File: config.mk
export PLATFORM = sky130hd
export DESIGN_NAME = ps2_host_flat
export DESIGN_NICKNAME = d
export VERILOG_FILES = /design/src/rtl/ps2_pkg.sv /design/src/rtl/ps2_host_if.sv /design/src/rtl/ps2_fifo.sv /design/src/rtl/ps2_host.sv /design/src/flat_wrapper.sv
export SDC_FILE = /design/constraint.sdc
export NUM_CORES = 1
export LEC_CHECK = 0
export BUFFER_PORTS_ARGS = -buffer_cell sky130_fd_sc_hd__buf_4
export CORE_MARGIN = 3
export CORE_UTILIZATION = 45
export CTS_CLUSTER_SIZE = 24
export DETAILED_ROUTE_END_ITERATION = 7
export RECOVER_POWER = 100
export SKIP_LAST_GASP = 1
export SLEW_MARGIN = 20
export SYNTH_ARGS = -nofsm -noshare
export SYNTH_HDL_FRONTEND = slang
export SYNTH_HIERARCHICAL = 1
export SYNTH_SLANG_ARGS = --single-unit
File: constraint.sdc
create_clock -name clk_i -period 3.32 [get_ports clk_i]
set_clock_uncertainty 0.05 [all_clocks]
set_input_delay 0.166 -clock clk_i [delete_from_list [all_inputs] [get_ports clk_i]]
set_output_delay 0.166 -clock clk_i [all_outputs]
set_load 0.005 [all_outputs]
File: src/rtl/ps2_pkg.sv
// Shared definitions for the PS/2 host: FSM states, frame lengths and
// the microsecond-to-cycle conversion used to size the timers.
package ps2_pkg;

  typedef enum logic [2:0] {
    ST_IDLE,
    ST_RX,
    ST_TX_INHIBIT,
    ST_TX_REQ,
    ST_TX_BITS,
    ST_TX_ACK
  } ps2_state_e;

  // RX: start, 8 data, parity, stop. TX: 8 data, parity, stop, then one ACK clock.
  localparam int unsigned RX_FRAME_BITS = 11;
  localparam int unsigned TX_FRAME_BITS = 10;

  function automatic int unsigned us_to_cycles(input longint unsigned clk_hz,
                                               input longint unsigned us);
    longint unsigned prod;
    prod = clk_hz * us;
    return 32'((prod + 64'd999_999) / 64'd1_000_000);
  endfunction

endpackage

File: src/rtl/ps2_host_if.sv
// Client-side bus of the PS/2 host: command TX handshake, RX FIFO read
// port and the one-cycle status pulses.
interface ps2_host_if #(
  parameter int unsigned FIFO_DEPTH = 8
);
  localparam int unsigned CW = $clog2(FIFO_DEPTH + 1);

  logic [7:0]    tx_data;
  logic          tx_valid;
  logic          tx_ready;
  logic [7:0]    rx_data;
  logic          rx_valid;
  logic          rx_ready;
  logic [CW-1:0] rx_count;
  logic          tx_ack;
  logic          err_parity;
  logic          err_timeout;
  logic          err_overflow;

  modport master (
    output tx_data, tx_valid, rx_ready,
    input  tx_ready, rx_data, rx_valid, rx_count,
    input  tx_ack, err_parity, err_timeout, err_overflow
  );

  modport slave (
    input  tx_data, tx_valid, rx_ready,
    output tx_ready, rx_data, rx_valid, rx_count,
    output tx_ack, err_parity, err_timeout, err_overflow
  );
endinterface

File: src/rtl/ps2_fifo.sv
// Synchronous first-word-fall-through FIFO with occupancy count; a push and
// a pop in the same cycle are both honoured, even when full.
module ps2_fifo #(
  parameter int unsigned WIDTH = 8,
  parameter int unsigned DEPTH = 8
) (
  input  logic                         clk_i,
  input  logic                         rstn_i,
  input  logic                         push_i,
  input  logic [WIDTH-1:0]             data_i,
  input  logic                         pop_i,
  output logic [WIDTH-1:0]             data_o,
  output logic                         valid_o,
  output logic [$clog2(DEPTH+1)-1:0]   count_o,
  output logic                         drop_o
);
  localparam int unsigned AW = $clog2(DEPTH);
  localparam int unsigned CW = $clog2(DEPTH + 1);

  logic [WIDTH-1:0] mem_q [DEPTH];
  logic [AW-1:0]    wptr_q, rptr_q;
  logic [CW-1:0]    count_q;
  logic             full, do_push, do_pop;

  assign full    = (count_q == CW'(DEPTH));
  assign do_pop  = pop_i && (count_q != '0);
  // When full, a concurrent pop frees the slot the write lands in.
  assign do_push = push_i && (!full || do_pop);
  assign drop_o  = push_i && full && !do_pop;

  always_ff @(posedge clk_i or negedge rstn_i) begin
    if (!rstn_i) begin
      for (int unsigned i = 0; i < DEPTH; i++) mem_q[i] <= '0;
      wptr_q  <= '0;
      rptr_q  <= '0;
      count_q <= '0;
    end else begin
      if (do_push) begin
        mem_q[wptr_q] <= data_i;
        wptr_q        <= wptr_q + 1'b1;
      end
      if (do_pop) rptr_q <= rptr_q + 1'b1;
      case ({do_push, do_pop})
        2'b10:   count_q <= count_q + 1'b1;
        2'b01:   count_q <= count_q - 1'b1;
        default: count_q <= count_q;
      endcase
    end
  end

  assign data_o  = mem_q[rptr_q];
  assign valid_o = (count_q != '0);
  assign count_o = count_q;

endmodule

File: src/rtl/ps2_host.sv
// Bidirectional PS/2 host: line synchroniser/filter, frame FSM for device
// reception and host commands, and an RX FIFO toward the client.
module ps2_host
  import ps2_pkg::*;
#(
  parameter int unsigned CLK_HZ     = 25_000_000,
  parameter int unsigned FIFO_DEPTH = 8,
  parameter int unsigned FILTER_LEN = 8,
  parameter int unsigned INHIBIT_US = 100,
  parameter int unsigned TIMEOUT_US = 2000
) (
  input  logic        clk_i,
  input  logic        rstn_i,
  input  logic        ps2clk_i,
  input  logic        ps2data_i,
  output logic        ps2clk_oe,
  output logic        ps2data_oe,
  ps2_host_if.slave   bus
);
  localparam int unsigned INH_CYC = us_to_cycles(CLK_HZ, INHIBIT_US);
  localparam int unsigned TO_CYC  = us_to_cycles(CLK_HZ, TIMEOUT_US);
  localparam int unsigned TMR_MAX = (INH_CYC > TO_CYC) ? INH_CYC : TO_CYC;
  localparam int unsigned TW      = $clog2(TMR_MAX + 1);
  localparam int unsigned FW      = $clog2(FILTER_LEN + 1);

  // Index 0 = clock line, 1 = data line.
  logic [1:0]    sync1_q, sync2_q, filt_q;
  logic [FW-1:0] fcnt_q [2];
  logic          clk_prev_q;
  logic          fe, din;

  always_ff @(posedge clk_i or negedge rstn_i) begin
    if (!rstn_i) begin
      sync1_q    <= '1;
      sync2_q    <= '1;
      filt_q     <= '1;
      clk_prev_q <= 1'b1;
      for (int unsigned i = 0; i < 2; i++) fcnt_q[i] <= '0;
    end else begin
      sync1_q    <= {ps2data_i, ps2clk_i};
      sync2_q    <= sync1_q;
      clk_prev_q <= filt_q[0];
      for (int unsigned i = 0; i < 2; i++) begin
        if (sync2_q[i] == filt_q[i]) begin
          fcnt_q[i] <= '0;
        end else if (fcnt_q[i] == FW'(FILTER_LEN - 1)) begin
          filt_q[i] <= sync2_q[i];
          fcnt_q[i] <= '0;
        end else begin
          fcnt_q[i] <= fcnt_q[i] + 1'b1;
        end
      end
    end
  end

  assign fe  = clk_prev_q & ~filt_q[0];
  assign din = filt_q[1];

  ps2_state_e state_q, state_d;
  logic [3:0]    bitcnt_q, bitcnt_d;
  logic [9:0]    shreg_q, shreg_d;
  logic [TW-1:0] timer_q, timer_d;
  logic [7:0]    rx_byte_q, rx_byte_d;
  logic          clk_oe_q, clk_oe_d, data_oe_q, data_oe_d;
  logic          push_q, push_d, tx_ack_q, tx_ack_d;
  logic          err_par_q, err_par_d, err_to_q, err_to_d, err_ovf_q, ovf;
  logic          in_frame;

  always_ff @(posedge clk_i or negedge rstn_i) begin
    if (!rstn_i) begin
      state_q   <= ST_IDLE;
      bitcnt_q  <= '0;
      shreg_q   <= '0;
      timer_q   <= '0;
      rx_byte_q <= '0;
      clk_oe_q  <= 1'b0;
      data_oe_q <= 1'b0;
      push_q    <= 1'b0;
      tx_ack_q  <= 1'b0;
      err_par_q <= 1'b0;
      err_to_q  <= 1'b0;
      err_ovf_q <= 1'b0;
    end else begin
      state_q   <= state_d;
      bitcnt_q  <= bitcnt_d;
      shreg_q   <= shreg_d;
      timer_q   <= timer_d;
      rx_byte_q <= rx_byte_d;
      clk_oe_q  <= clk_oe_d;
      data_oe_q <= data_oe_d;
      push_q    <= push_d;
      tx_ack_q  <= tx_ack_d;
      err_par_q <= err_par_d;
      err_to_q  <= err_to_d;
      err_ovf_q <= ovf;
    end
  end

  assign in_frame = (state_q == ST_RX) || (state_q == ST_TX_BITS) || (state_q == ST_TX_ACK);

  always_comb begin
    state_d   = state_q;
    bitcnt_d  = bitcnt_q;
    shreg_d   = shreg_q;
    timer_d   = timer_q;
    rx_byte_d = rx_byte_q;
    clk_oe_d  = clk_oe_q;
    data_oe_d = data_oe_q;
    push_d    = 1'b0;
    tx_ack_d  = 1'b0;
    err_par_d = 1'b0;
    err_to_d  = 1'b0;
    case (state_q)
      ST_IDLE: begin
        clk_oe_d  = 1'b0;
        data_oe_d = 1'b0;
        timer_d   = '0;
        bitcnt_d  = '0;
        if (fe && !din) begin
          state_d = ST_RX;
        end else if (bus.tx_valid) begin
          shreg_d  = {1'b1, ~^bus.tx_data, bus.tx_data};
          clk_oe_d = 1'b1;
          state_d  = ST_TX_INHIBIT;
        end
      end
      ST_RX: if (fe) begin
        // Bits enter at the top; after 9 shifts [8:1] = data, [9] = parity.
        shreg_d  = {din, shreg_q[9:1]};
        bitcnt_d = bitcnt_q + 1'b1;
        if (bitcnt_q == 4'(RX_FRAME_BITS - 2)) begin
          rx_byte_d = shreg_q[8:1];
          if ((^shreg_q[9:1]) && din) push_d = 1'b1;
          else                        err_par_d = 1'b1;
          state_d = ST_IDLE;
        end
      end
      ST_TX_INHIBIT: begin
        if (timer_q == TW'(INH_CYC - 1)) begin
          timer_d   = '0;
          clk_oe_d  = 1'b0;
          data_oe_d = 1'b1;
          state_d   = ST_TX_REQ;
        end else begin
          timer_d = timer_q + 1'b1;
        end
      end
      ST_TX_REQ: begin
        bitcnt_d = '0;
        timer_d  = '0;
        state_d  = ST_TX_BITS;
      end
      ST_TX_BITS: if (fe) begin
        data_oe_d = ~shreg_q[0];
        shreg_d   = {1'b1, shreg_q[9:1]};
        bitcnt_d  = bitcnt_q + 1'b1;
        if (bitcnt_q == 4'(TX_FRAME_BITS - 1)) state_d = ST_TX_ACK;
      end
      ST_TX_ACK: if (fe) begin
        if (!din) tx_ack_d = 1'b1;
        else      err_to_d = 1'b1;
        data_oe_d = 1'b0;
        state_d   = ST_IDLE;
      end
      default: state_d = ST_IDLE;
    endcase
    // Inter-edge watchdog shared by every state that waits on device clocks.
    if (in_frame) begin
      if (fe) begin
        timer_d = '0;
      end else if (timer_q == TW'(TO_CYC - 1)) begin
        err_to_d  = 1'b1;
        clk_oe_d  = 1'b0;
        data_oe_d = 1'b0;
        state_d   = ST_IDLE;
      end else begin
        timer_d = timer_q + 1'b1;
      end
    end
  end

  ps2_fifo #(
    .WIDTH (8),
    .DEPTH (FIFO_DEPTH)
  ) u_fifo (
    .clk_i   (clk_i),
    .rstn_i  (rstn_i),
    .push_i  (push_q),
    .data_i  (rx_byte_q),
    .pop_i   (bus.rx_ready),
    .data_o  (bus.rx_data),
    .valid_o (bus.rx_valid),
    .count_o (bus.rx_count),
    .drop_o  (ovf)
  );

  assign ps2clk_oe        = clk_oe_q;
  assign ps2data_oe       = data_oe_q;
  assign bus.tx_ready     = (state_q == ST_IDLE);
  assign bus.tx_ack       = tx_ack_q;
  assign bus.err_parity   = err_par_q;
  assign bus.err_timeout  = err_to_q;
  assign bus.err_overflow = err_ovf_q;

endmodule

File: src/flat_wrapper.sv
// flat-port wrapper written by rule: the top's interface ports become plain ports
module ps2_host_flat import ps2_pkg::*;
#(
  parameter int unsigned CLK_HZ     = 25_000_000,
  parameter int unsigned FIFO_DEPTH = 8,
  parameter int unsigned FILTER_LEN = 8,
  parameter int unsigned INHIBIT_US = 100,
  parameter int unsigned TIMEOUT_US = 2000
)
  (clk_i, rstn_i, ps2clk_i, ps2data_i, ps2clk_oe, ps2data_oe, bus_tx_data, bus_tx_valid, bus_rx_ready, bus_tx_ready, bus_rx_data, bus_rx_valid, bus_rx_count, bus_tx_ack, bus_err_parity, bus_err_timeout, bus_err_overflow);
  ps2_host_if #(.FIFO_DEPTH(FIFO_DEPTH)) bus_i ();
  input  logic clk_i;
  input  logic rstn_i;
  input  logic ps2clk_i;
  input  logic ps2data_i;
  output logic ps2clk_oe;
  output logic ps2data_oe;
  input wire logic [$bits(bus_i.tx_data)-1:0] bus_tx_data;
  input wire logic [$bits(bus_i.tx_valid)-1:0] bus_tx_valid;
  input wire logic [$bits(bus_i.rx_ready)-1:0] bus_rx_ready;
  output wire logic [$bits(bus_i.tx_ready)-1:0] bus_tx_ready;
  output wire logic [$bits(bus_i.rx_data)-1:0] bus_rx_data;
  output wire logic [$bits(bus_i.rx_valid)-1:0] bus_rx_valid;
  output wire logic [$bits(bus_i.rx_count)-1:0] bus_rx_count;
  output wire logic [$bits(bus_i.tx_ack)-1:0] bus_tx_ack;
  output wire logic [$bits(bus_i.err_parity)-1:0] bus_err_parity;
  output wire logic [$bits(bus_i.err_timeout)-1:0] bus_err_timeout;
  output wire logic [$bits(bus_i.err_overflow)-1:0] bus_err_overflow;
  assign bus_i.tx_data = bus_tx_data;
  assign bus_i.tx_valid = bus_tx_valid;
  assign bus_i.rx_ready = bus_rx_ready;
  assign bus_tx_ready = bus_i.tx_ready;
  assign bus_rx_data = bus_i.rx_data;
  assign bus_rx_valid = bus_i.rx_valid;
  assign bus_rx_count = bus_i.rx_count;
  assign bus_tx_ack = bus_i.tx_ack;
  assign bus_err_parity = bus_i.err_parity;
  assign bus_err_timeout = bus_i.err_timeout;
  assign bus_err_overflow = bus_i.err_overflow;
  ps2_host #(.CLK_HZ(CLK_HZ), .FIFO_DEPTH(FIFO_DEPTH), .FILTER_LEN(FILTER_LEN), .INHIBIT_US(INHIBIT_US), .TIMEOUT_US(TIMEOUT_US)) u_core (.clk_i(clk_i), .rstn_i(rstn_i), .ps2clk_i(ps2clk_i), .ps2data_i(ps2data_i), .ps2clk_oe(ps2clk_oe), .ps2data_oe(ps2data_oe), .bus(bus_i));
endmodule
---- Word level (Yosys, flattened, before mapping) ----
Cells that the tools add are included.
Widths: inputs -> output; s select.
word-level totals
  flip-flop bits (word level) ............. 137
  bits of input ports ..................... 14
  word-level logic and storage cells ...... 161
operators by class
  add/subtract/negate cells ............... 8
  magnitude comparators ................... 3
  equality and inequality tests ........... 20
  muxes and demuxes ....................... 66
  bitwise gates (word level) .............. 7
  reduce and logical (&&, ||, !) cells .... 27
operators by type and width
  kind                   count
  $bwmux 64              1
  $mux 16                4
  $mux 10                4
  $mux 3                 11
  $pmux 16 s2            1
  $pmux 10 s3            1
  $mux 1                 29
  $bmux 8 s3             1
  $demux 8 s3            1
  $mux 8                 3
  $mux 4                 5
  $pmux 3 s6             1
  $add 16x1->16 const B  1
  $add 4x1->4 const B    4
  $eq 16x12->1 const B   1
  $eq 16x16->1 const B   1
  $pmux 4 s2             2
  $reduce_xor 9->1       1
  $eq 4x3->1 const B     2
  $eq 4x4->1 const B     2
  $ge 4x4->1 const B     2
  $not 3->4              2
  $reduce_xnor 8->1      1
  $logic_and 1x1->1      7
  other kinds (25)       43

---- Depth between registers and ports, before layout ----
  depth after elaboration ................. 8
  gate-level depth with buffers ........... 11
  gate-level depth less buffers ........... 11

---- Cells and area by module ----
The synthesis kept the hierarchy.
modules (own cells, without submodules)
  module    times used  cells an instance  area an instance (um^2)
  ps2_fifo  1           220                3433.3
  ps2_host  1           346                3410.8

---- Worst setup path after synthesis ----
No wires, ideal clock.
  path type ............................... register -> register
  from .................................... reg u_core.u_fifo.count_q[1] (netlist: u_core/u_fifo/count_o[1])
  to ...................................... reg u_core.u_fifo.count_q[2] (netlist: u_core/u_fifo/count_o[2])
  setup time .............................. 127 ps
  data arrival time ....................... 2232 ps
  data required time ...................... 3143 ps
  setup slack ............................. 911 ps
  cell stages (with the launch flop) ...... 12
  path through ............................ dfrtp_1 -> nor3_1 -> nand2b_1 -> nand2_1 -> inv_1 -> ha_1 -> xor2_1 -> ha_1 -> a21oi_1 -> xor2_1 -> nor2_1 -> xor2_1
between the ends
  word-level cells in the longest chain between the ends .. 6
  elaborated cells on any way between the ends .. 12
  classes of those cells .................. 2 x add/sub; 3 x eq/ne; 1 x mux; 6 x reduce/logical
RTL lines
  item                                             RTL line            RTL
  start, declared                                  ps2_fifo.sv:22      logic [CW-1:0] count_q;
  start signal, assigned                           ps2_fifo.sv:44      2'b10: count_q <= count_q + 1'b1;
  start signal, assigned                           ps2_fifo.sv:45      2'b01: count_q <= count_q - 1'b1;
  start signal, assigned                           ps2_fifo.sv:46      default: count_q <= count_q;
  $reduce_bool 4->1 (*)                            n/a
  net bus_rx_valid                                 flat_wrapper.sv:23  output wire logic [$bits(bus_i.rx_valid)-1:0] bus_rx_valid;
  $logic_and 1x1->1 (*)                            ps2_fifo.sv:26      assign do_pop = pop_i && (count_q != '0);
  net u_core.u_fifo.do_pop                         ps2_fifo.sv:23      logic full, do_push, do_pop;
  $logic_or 1x1->1                                 ps2_fifo.sv:28      assign do_push = push_i && (!full || do_pop);
  $logic_and 1x1->1                                ps2_fifo.sv:28
  $eq 2x1->1 or $eq 2x2->1 (tied branches)         ps2_fifo.sv:43      case ({do_push, do_pop})
  $pmux 4 s2 or $reduce_bool 2->1 (tied branches)  n/a
The timed path passes the listed nets; every way through them passes the cells marked *.
A chain may end at the register's enable or synchronous reset.

---- Worst setup path after layout ----
  from .................................... reg u_core.state_q[0]
  to ...................................... reg u_core.timer_q[1]
between the ends
  word-level cells in the longest chain between the ends .. 6
  elaborated cells on any way between the ends .. 13
  classes of those cells .................. 5 x eq/ne; 4 x mux; 4 x reduce/logical
RTL lines
  item                                           RTL line         RTL
  start, declared                                ps2_host.sv:59   ps2_state_e state_q, state_d;
  start signal, assigned                         ps2_host.sv:84   state_q <= state_d;
  $eq 3x2->1 or $logic_not 3->1 (tied branches)  ps2_host.sv:113  case (state_q)
  $reduce_or 2->1 (no line)                      n/a
  $pmux 16 s2                                    ps2_host.sv:113
  $mux 16                                        ps2_host.sv:171  end else if (timer_q == TW'(TO_CYC - 1)) begin
  $mux 16                                        ps2_host.sv:169  if (fe) begin
  $mux 16 (*)                                    ps2_host.sv:168  if (in_frame) begin
  net u_core.timer_d[1]                          ps2_host.sv:62   logic [TW-1:0] timer_q, timer_d;
  end signal, assigned                           ps2_host.sv:87   timer_q <= timer_d;
  end, declared                                  ps2_host.sv:62
Marks and branches as above.

==> impl_table.tex <==
\begin{tabular}{lr}
\hline
Metric & Value \\
\hline
\multicolumn{2}{l}{\textbf{Outcome}} \\
Outcome & complete, no violations \\
\multicolumn{2}{l}{\textbf{Global routing}} \\
Overall overflow remaining after global route & 0 \\
Antenna violations before repair & 0 \\
Via count of the first global-routing pass & 4,673 \\
Wire length of the first global-routing pass & between 20,000 and 25,000 um \\
Maximum number of pins on one net before global-route repair & 109 \\
Gr usage total & 18.4\% \\
\multicolumn{2}{l}{\textbf{Logic synthesis}} \\
Predominant post-synthesis flop cell & dfrtp\_1 \\
Cell with the most instances after synthesis & dfrtp\_1 \\
Number of standard cells after synthesis & 566 \\
Post-synthesis cell type count & 64 \\
Number of synthesized flops with an enable pin & 0 \\
Cell accounting for the most synthesized area & dfrtp\_1 \\
Flip-flop and latch count after synthesis & between 100 and 150 \\
Average cell area after synthesis & 12.1 um\^{}2 \\
Post-synth net total & 590 \\
Netlist area before placement & 6840 um\^{}2 \\
Sequential share of the synthesized area & 50.2\% \\
Area share of the leading cell type in the synthesized netlist & 47.5\% \\
Count of synthesis-stage warnings from yosys & 6 \\
Most numerous cell types in the synthesized netlist & dfrtp\_1 (130), mux2\_2 (68), nor2\_1 (37) \\
Biggest area contributors in the synthesized netlist & dfrtp\_1 (48\%), mux2\_2 (11\%), mux4\_2 (5.3\%) \\
Async set-reset flop share out of synthesis & 100\% \\
\multicolumn{2}{l}{\textbf{Floorplan}} \\
Initial Utilization & around 47\% \\
Die width & 129 um \\
Height of the die & 129 um \\
Core outline area & 14,700 um\^{}2 \\
Die area & 16,700 um\^{}2 \\
Number of cell rows & 44 \\
I/O pin count & 34 \\
\multicolumn{2}{l}{\textbf{Worst setup path}} \\
Critical path launch point type & flip-flop \\
Arrival @ worst endpoint & 3.11 ns \\
Flop2flop setup slack & roughly 0.49 ns \\
Peak fanout along the critical path & 16 \\
Beginning of the critical path & u\_core/state\_q[0] \\
Origin of the critical flop-to-flop path & u\_core/state\_q[0] \\
Critical path class & reg -> reg \\
Element type at the critical path end & flip-flop \\
Required time of the critical path & 3.60 ns \\
\multicolumn{2}{l}{\textbf{Power and ir drop}} \\
Highest ir drop seen on vdd & $\sim$370 uV \\
Static leakage power & $\sim$0.0036 uW \\
Design internal power & 3430 uW \\
Pwr/cell area & slightly above 600 nW/um\^{}2 \\
Net switching share of the total power & 28.1\% \\
Power share of the combinational group & about 17\% \\
Clock power share & slightly below 40\% \\
Sequential fraction of design power & between 40\% and 50\% \\
Net switching power & 1340 uW \\
\multicolumn{2}{l}{\textbf{Routing}} \\
Final routed wirelength across all metal layers & around 14,000 um \\
DR WL/cell & 17.7 um \\
DRC violations left & 0 \\
Vias post-DR & 4,515 \\
Routed Antenna Nets & 0 \\
DRC marker count from the first detailed-route iteration & 260 \\
Post-DR vias/cell & roughly 5.7 \\
First-pass DRT Iterations & 4 \\
\multicolumn{2}{l}{\textbf{Cells and area}} \\
P\&R area growth vs syn & 14.4\% \\
Fin cells & 796 \\
Footprint of the flip-flops and latches & 3440 um\^{}2 \\
Area of combinational cells with multiple inputs & around 3200 um\^{}2 \\
Count of filler cells inserted in the layout & 1,298 \\
Final \#Nets & about 620 \\
N\_diodes & 0 \\
Layout cell share with drive strength beyond 1 & roughly a quarter \\
\multicolumn{2}{l}{\textbf{Timing}} \\
Final min period & 2.83 ns \\
Number of max-slew violations in the final report & 0 \\
Transition time at the pin with the least slew margin & 1.38 ns \\
Max-slew headroom & 8.13\% \\
Final setup viols & 0 \\
Unrepaired setup endpoints after global routing & no \\
Final Hold Vio Count & 0 \\
Final cycle utilization of the critical path & 85.2\% \\
Achievable frequency & 353 MHz \\
Sum Neg Setup Slack & 0 ns \\
\multicolumn{2}{l}{\textbf{Place}} \\
DP Cell Count & 760 \\
Half-perimeter wire length of the detailed placement result & 9370 um \\
Number of buffers added on ports & 33 \\
Placer's final routability congestion estimate & 0.852 \\
\multicolumn{2}{l}{\textbf{Clock network}} \\
Clock tree root driver cell & clkbuf\_16 \\
Sink count of the clock tree & 137 \\
Number of buffers added by the clock tree synthesis step & 17 \\
Worst skew pair latency & 0.41 ns \\
Post CTS Setup Buffer Count & 0 \\
Cts repair resizes & 0 \\
Clock-pin transition on the worst setup and hold timing paths & 0.06 ns \\
H-Tree Level Count & 4 \\
TritonCTS clock tree & yes \\
Max Root-Sink Buffers & 2 \\
\multicolumn{2}{l}{\textbf{Hold path}} \\
HP Start & bus\_tx\_data[3] \\
Hold Crit Class & in -> reg \\
\multicolumn{2}{l}{\textbf{Job}} \\
Max-cap check violation count & 0 \\
\hline
\end{tabular}
-- power by group through the flow --
stage | Clock, uW | Sequential, uW | Combinational, uW
after floorplan | 0 | 1990 | 689
after global placement | 0 | 2130 | 802
after detailed placement | 0 | 2140 | 822
after CTS | 1920 | 2110 | 830
after global routing | 1990 | 2140 | 903
final | 1880 | 2100 | 795
-- worst paths after layout --
check,to,cells after the start
setup / recovery,u_core/timer_q[1],5
hold / removal,u_core/shreg_q[3],3
setup reg to reg,u_core/timer_q[1],5
hold reg to reg,u_core/sync2_q[0],0
max in group asynchronous,u_core/u_fifo/mem_q[6],3
min in group asynchronous,u_core/u_fifo/wptr_q[1],2
-- worst max-delay path, stage by stage, from the launching register on --
cell and delay, ns:
dfrtp_1 0.67, nor2_1 0.25, or3_1 0.49, o22ai_1 0.83, o21ai_0 0.25, a21oi_1 0.20
-- per-stage QoR --
step           power (uW)  hold slack [ns]  area (um^2)  setup WS, ns  util [%]
2_1_floorplan        2680           -0.180         6840         0.911         -
4_1_cts              4870          0.00377         7880         0.667      53.6
3_5_place_dp         2960            0.227         7250         0.653      49.3
5_1_grt              5040           0.0193         7830         0.253      53.3
3_3_place_gp         2930            0.224         7250         0.804      49.3
6_report             4780           0.0199         7830         0.491      53.3
-- flip-flops by register name, indices dropped and copies added, names as in the netlist, 4 cells and up --
register / cells
u_core/u_fifo/mem_q: 64
u_core/fcnt_q: 8
u_core/timer_q: 16
u_core/rx_byte_q: 8
u_core/shreg_q: 10
u_core/u_fifo/count_o: 4
u_core/bitcnt_q: 4
-- routing by layer --
layer / GRT usage, % / up-vias / share of wire [%]
li1: - / 2138 / -
met5: 0 / - / 0
met3: 3.96 / 24 / 3.5
met1: 24.1 / 2283 / 46
met4: 7.16 / 0 / 1.7
met2: 30.0 / 70 / 49
-- cells in the final DEF, fill, tap and decap left out, drive strengths merged, types with 9 or more instances in the layout --
cell type and n:
dfrtp 130, mux2 84, clkbuf 47, nor2 37, a21oi 34, xnor2 30
nand2 28, buf 19, mux4 16, nor3 16, nand3 13, mux2i 11
inv 11, xor2 10, a22oi 10, ha 10, nor4 9
-- final cells by class --
cell class | count | area share [%]
clock inverters | 7 | 1.15
repair buffers | 46 | 4.25
flip-flops and latches | 137 | 43.9
clock buffers | 24 | 6.41
inverters | 11 | 0.527
well taps | 184 | 2.94
multi-input cells | 387 | 40.8
-- logic make-up after synthesis --
kind of cell               synth area share (%)
and+or+nand+nor                            11.2
xor gates and xnor gates                   5.12
buffers and inverters                      2.63
AOI/OAI and AO/OA                          8.35
adders and majority gates                  1.83
muxes                                      20.7
DFF                                        50.2
-- timing repair --
| item | in CTS | in global routing |
|---|---|---|
| setup endpoints to repair | 0 | 0 |
| endpoints found under the hold margin | 107 | 0 |
| hold buffers | 4 | 0 |
(Power assumes the default switching activity.)
